### src/rtl/cia_timer_gen.sv
// cia_timer_gen: WIDTH-bit interval down-counter with byte-writable reload latch,
// one-shot/continuous run modes, force load and pulse/toggle port output.
module cia_timer_gen #(
  parameter int WIDTH = 16,
  parameter logic [WIDTH-1:0] RESET_LATCH = '1,
  parameter int NBYTES = WIDTH / 8,
  localparam int SW = (NBYTES > 1) ? $clog2(NBYTES) : 1
) (
  input  logic             clk,
  input  logic             rst,
  input  logic             tick,
  input  logic             wr_en,
  input  logic [SW-1:0]    wr_sel,
  input  logic [7:0]       wr_data,
  input  logic [3:0]       ctrl,
  input  logic             runmode,
  input  logic             ctrl_wr,
  output logic [WIDTH-1:0] counter,
  output logic [WIDTH-1:0] latch,
  output logic             underflow,
  output logic             start_clr,
  output logic             pb_out
);
  localparam int START = 3, OUTMODE = 2, FORCE = 1, COUNT = 0;
  logic [WIDTH-1:0] r_counter, r_latch, w_latch_nxt, w_counter_nxt;
  logic r_load_pend, r_cnt_q, r_halt, r_start_q, r_pulse, r_toggle, r_pb;
  logic w_start, w_load_req, w_start_rise, w_cnt_nxt, w_halt_nxt, w_pulse_nxt, w_toggle_nxt;
  assign w_start = ctrl[START];
  always_comb begin
    w_latch_nxt = r_latch;
    for (int b = 0; b < NBYTES; b++)
      if (wr_en && wr_sel == SW'(b)) w_latch_nxt[b*8 +: 8] = wr_data;
  end
  assign w_load_req   = (wr_en && wr_sel == SW'(NBYTES - 1) && !w_start) || (ctrl_wr && ctrl[FORCE]);
  assign w_start_rise = ctrl_wr & w_start & ~r_start_q;
  assign underflow    = tick & ~r_load_pend & r_cnt_q & (r_counter == '0);
  assign start_clr    = underflow & runmode;
  // reload paths take the latch including any byte written on this same edge
  assign w_counter_nxt = !tick ? r_counter :
                         (r_load_pend || underflow) ? w_latch_nxt :
                         r_cnt_q ? r_counter - WIDTH'(1) : r_counter;
  // a finished one-shot stays halted until the parent drops start
  assign w_halt_nxt   = start_clr ? 1'b1 : !w_start ? 1'b0 : r_halt;
  assign w_cnt_nxt    = tick ? (ctrl[COUNT] & w_start & ~r_halt & ~start_clr) : r_cnt_q;
  assign w_pulse_nxt  = underflow ? 1'b1 : tick ? 1'b0 : r_pulse;
  assign w_toggle_nxt = w_start_rise ? 1'b1 : underflow ? ~r_toggle : r_toggle;
  always_ff @(posedge clk or posedge rst)
    if (rst) begin
      r_counter   <= RESET_LATCH;
      r_latch     <= RESET_LATCH;
      r_load_pend <= 1'b0;
      r_cnt_q     <= 1'b0;
      r_halt      <= 1'b0;
      r_start_q   <= 1'b0;
      r_pulse     <= 1'b0;
      r_toggle    <= 1'b1;
      r_pb        <= 1'b0;
    end else begin
      r_counter   <= w_counter_nxt;
      r_latch     <= w_latch_nxt;
      r_load_pend <= w_load_req | (r_load_pend & ~tick);
      r_cnt_q     <= w_cnt_nxt;
      r_halt      <= w_halt_nxt;
      r_start_q   <= w_start;
      r_pulse     <= w_pulse_nxt;
      r_toggle    <= w_toggle_nxt;
      r_pb        <= ctrl[OUTMODE] ? w_toggle_nxt : w_pulse_nxt;
    end
  assign counter = r_counter;
  assign latch   = r_latch;
  assign pb_out  = r_pb;
endmodule

### config.mk
export PLATFORM = sky130hd
export DESIGN_NAME = cia_timer_gen
export DESIGN_NICKNAME = d
export VERILOG_FILES = /design/src/rtl/cia_timer_gen.sv
export SDC_FILE = /design/constraint.sdc
export NUM_CORES = 1
export LEC_CHECK = 0
export ABC_AREA = 0
export ABC_CLOCK_PERIOD_IN_PS = 2200
export BUFFER_PORTS_ARGS = -buffer_cell sky130_fd_sc_hd__buf_4
export CAP_MARGIN = 5
export CORE_MARGIN = 2
export CORE_UTILIZATION = 45
export CTS_CLUSTER_DIAMETER = 40
export CTS_CLUSTER_SIZE = 16
export DETAILED_ROUTE_END_ITERATION = 10
export PLACE_DENSITY = 0.78
export REMOVE_ABC_BUFFERS = 1
export SKIP_CTS_REPAIR_TIMING = 1
export SYNTH_ARGS = -nofsm -noshare
export SYNTH_HDL_FRONTEND = slang
export SYNTH_SLANG_ARGS = --single-unit
### constraint.sdc
create_clock -name clk -period 2.2 [get_ports clk]
set_input_delay 0.11 -clock clk [delete_from_list [all_inputs] [get_ports clk]]
set_output_delay 0.11 -clock clk [all_outputs]
set_load 0.005 [all_outputs]
### After elaboration in Yosys (flattened, before gate mapping)

Cells that the tools add are included.

| word-level totals | value |
|---|---|
| flip-flop bits (word level) | 39 |

| operators by class | value |
|---|---|
| reduce and logical (&&, ||, !) cells | 10 |
| bitwise gates (word level) | 18 |
| add/subtract/negate cells | 1 |
| equality and inequality tests | 1 |
| muxes and demuxes | 11 |

Operator list:

| kind | number |
|---|---|
| two-way mux 16 bit | 2 |
| logical NOT 16 bit | 1 |
| two-way mux 8 bit | 2 |
| subtractor 16 x 1 -> 16 bit, second input constant | 1 |
| AND 1 bit | 10 |
| two-way mux 1 bit | 7 |
| inverter 1 bit | 7 |
| logical AND 1 bit | 4 |
| logical OR 1 bit | 2 |
| != test 2 x 1 -> 1 bit, second input constant | 1 |
| AND reduction 2 bit | 1 |
| nonzero test 2 bit | 1 |
| logical NOT 1 bit | 1 |
| OR 1 bit | 1 |

### Depth between registers and ports, before layout

| logic depth | value |
|---|---|
| depth after elaboration | 7 |
| depth in mapped cells | 8 |
| mapped depth without buffers | 7 |

### Worst setup path before layout

Ideal clock, no wire load.

| path | value |
|---|---|
| kind | register to register |
| start point | reg r_counter[6] (netlist: counter[6]) |
| end point | reg r_counter[15] (netlist: counter[15]) |
| data arrival time | 1.908 ns |
| required time | 2.119 ns |
| setup slack | 0.211 ns |
| cell stages (with the launch flop) | 6 |
| cell sequence | dfstp_2 > or4_4 > nor4_4 > nand3_2 > or4_1 > o211ai_1 |

| on the way | value |
|---|---|
| cells in the longest elaborated chain, start to end | 5 |
| elaborated cells between the ends (all ways) | 8 |
| classes of those cells | add/sub (1); mux (2); bitwise (1); reduce/logical (4) |

Ends and longest elaborated chain:

| element | line | source |
|---|---|---|
| start: declaration | 25 | `logic [WIDTH-1:0] r_counter, r_latch, w_latch_nxt, w_counter_nxt;` |
| start signal: assignment | 59 | `r_counter <= w_counter_nxt;` |
| branches (longest 5 deep; another with subtractor 16 x 1 -> 16 bit) | n/a |  |

Parallel ways; which one is timed is not known. The select of a mux whose other input is x is not followed.
A chain may end at the register's enable or synchronous reset.

### Worst setup path after layout

| path | value |
|---|---|
| start point | reg r_counter[9] (netlist: counter[9]) |
| end point | out underflow |

| on the way | value |
|---|---|
| cells in the longest elaborated chain, start to end | 2 |

Ends and longest elaborated chain:

| element | line | source |
|---|---|---|
| logical NOT 16 bit | 36 | `assign underflow = tick & ~r_load_pend & r_cnt_q & (r_counter == '0);` |
| AND 1 bit | 36 |  |
| end: declaration | 20 | `output logic underflow,` |

Every way passes these cells.

==> flow_summary.toml <==
[synth]
postSynthCellCount = 191
ys.warnings.count = 0
yosys.area.top_type_share_pct = 40.6
ys_top_cells_by_area = "dfstp_2 (41%), mux2_2 (8.4%), dfrtp_1 (7.0%), nand2_1 (3.2%), a2bb2oi_1 (2.9%)"
yosys.area_share.adder_pct = 1.17
synth_simple_gate_area_share_pct = 17.9
synth_ff_type = "dfstp_2"
synthesis.area_per_instance_um2 = 11.2
async_flop_share_pct = 100
yosys.area.top_type = "dfstp_2"
yosys_register_bits = 39
synth_compound_area_share_pct = 17.6
synth_mux_area_share_pct = 10.8
synth-xor-area-share_pct = 0.410
synth_area_um2 = 2140
synth.distinct_cells = 51
synth-seq-area-share_pct = 47.6
synth-edff-count = 0
synth_top_family_by_area = "simple AND/OR/NAND/NOR gates"

[clocking]
cts-buffers-inserted = 5
clock_sink_count = 39
htree_levels = 2
cts_tree = "done"
clkTransAtPathRegs_ns = 0.08
root_buffer = "clkbuf_8"
worst_skew_pair.late_latency_ns = 0.30
cts-root-to-sink-buffers = 2

[detailed_routing]
routed_wl_um = 5340
routed_via_count = 1801
wire_per_inst_um = 16.6
detailedRoute.firstPassIterationCount = 4
total_drc_errors_in_the_routed_layout = 0
detailedRoute.firstIterationViolations = 113
vias_per_cell = 5.61
ant_nets = 0

[job]
count_of_maximum_capacitance_violations = 0

[finish]
area_growth_syn_to_layout_pct = 32.0
drive_above_1_share_pct = 56.2
fillers = 393
nNetsFinal = 287
final_common_cell = "buf_4"
register_area_um2 = 1020
commonest_cells_after_routing_fill_and_taps_aside = "buf_4 (72), dfstp_2 (33), nand2_1 (17), mux2_2 (16), a21oi_1 (9)"
postLayoutCellArea_um2 = 2820
multi_input_comb_area_um2 = 1040
insertedDiodeCount = 0

[floorplan]
rows = 25
start_util_pct = 45.8
full_die_area_um2 = 5310
die_height_um = 72.9
core_area_um2 = 4660
die_x_um = 72.9
boundaryPins = 54

[timing]
timing.hold.ws_ns = 0.0304
worstMarginPinSlew_ns = 0.469
postLayoutSetupSlackWorst_ns = -0.0680
setup_viol = 2
finalClockSkew_ns = 0.00659
finalHoldViolCount = 0
final-max-slew-violation-count = 0
fin_crit_ns = 2.27
rsz0062_at_grt = "yes"
max_slew_margin_pct = 68.5
final.setup.tns_ns = -0.123
period_share_pct = 103
fmax_mhz = 441

[status]
violations = "setup timing"
outcome = "complete, but fails checks"

[power]
power.static_leakage_uw = 0.00121
power-per-cell-area_nw_per_um2 = 862
finalPower_uw = 2430
worst_ir_drop_vdd_v = 0.000380

[placed_design]
place_congestion = 0.857
dpl_worst_slack_ns = 0.0785
port_buffers = 53
detailed_place.area_um2 = 2640
final_hpwl_dp_um = 3930

[setup_path]
worstSetupEndpointType = "output pin"
critPathLaunchType = "register"
path_class = "register to output pin"
crit_required_ns = 2.09
crit_fanout = 5
crit_arrival_ns = 2.16

[global_route]
vias_in_the_first_global_route = 1671
antenna_found_initial = 0
maximum_number_of_pins_on_one_net_before_global_route_repair = 40
globalRoute.totalOverflow = 0
first_pass_grt_wire_length_um = 8440
track_usage_pct = 21.3

[min_path]
hold_path_class = "input port to register"
[logic make-up after synthesis]
family,Yosys count
adders and majority gates,2
and+or+nand+nor,62
DFF,39
muxes,21
xor gates and xnor gates,1
buffers and inverters,14
AOI/OAI and AO/OA,52
[cell usage after synthesis, types with 3 or more instances]
cell,n
a211oi_1,3
a21o_1,3
a21oi_1,9
a2bb2oi_1,7
buf_6,3
dfrtp_1,6
dfstp_2,33
inv_1,7
mux2_2,16
mux2i_1,5
nand2_1,18
nand3_1,4
nor2_1,8
nor3_1,3
nor4_1,5
o211ai_1,3
o21ai_0,7
o2bb2ai_1,5
or4_1,3
[layout make-up]
cell class | instances | share of cell area (%)
Clock buffer | 8 | 3.55
Sequential cell | 39 | 36.1
Tap cell | 54 | 2.40
Inverter | 7 | 0.932
Multi-Input combinational cell | 138 | 36.8
Timing Repair Buffer | 75 | 20.3
[critical path: stages (launching register included)]
cell and delay (ns):
dfstp_2 0.38, or4_4 0.57, or4_4 0.54, nor2_4 0.14, buf_4 0.12, buf_4 0.09
[per-stage QoR]
| stage | utilization [%] | cells |
|---|---|---|
| floorplan | - | 184 |
| global placement | 56.7 | 306 |
| detailed placement | 56.7 | 306 |
| finish | 60.5 | 321 |
| CTS | 58.9 | 314 |
| global route | 60.5 | 321 |
[worst paths after layout]
path | from | to | slack [ns] | depth (start not counted)
worst max-delay path | counter[9]$_DFFE_PP1P_ | underflow | -0.07 | 5
worst min register to register | r_start_q$_DFF_PP0_ | r_toggle$_DFF_PP1_ | 0.43 | 1
worst min-delay path | runmode | r_halt$_DFFE_PP0P_ | 0.03 | 3
worst max register to register | counter[9]$_DFFE_PP1P_ | counter[13]$_DFFE_PP1P_ | 0.02 | 5
min in group asynchronous | rst | r_halt$_DFFE_PP0P_ | 0.50 | 4
max in group asynchronous | rst | latch[1]$_DFF_PP1_ | 1.35 | 4
[flip-flops by register name, summed over array words and instances (netlist names)]
| register | cells |
|---|---|
| counter | 16 |
| latch | 16 |
| pb_out | 1 |
| r_cnt_q | 1 |
| r_halt | 1 |
| r_load_pend | 1 |
| r_pulse | 1 |
| r_start_q | 1 |
| r_toggle | 1 |
[report_power, final]
group	internal, uW	leakage [uW]	switching [uW]
registers	966	0.000423	177
clock network	286	0.0000515	254
logic	425	0.000734	322
[metal layers]
metal / up-vias / part of all wire, % / track usage, %
met4: 0 / 1.3 / 6.79
met2: 47 / 48 / 33.4
li1: 868 / - / -
met5: - / 0 / 0
met1: 880 / 46 / 29.5
met3: 6 / 4.8 / 4.83
(Power assumes the default switching activity.)
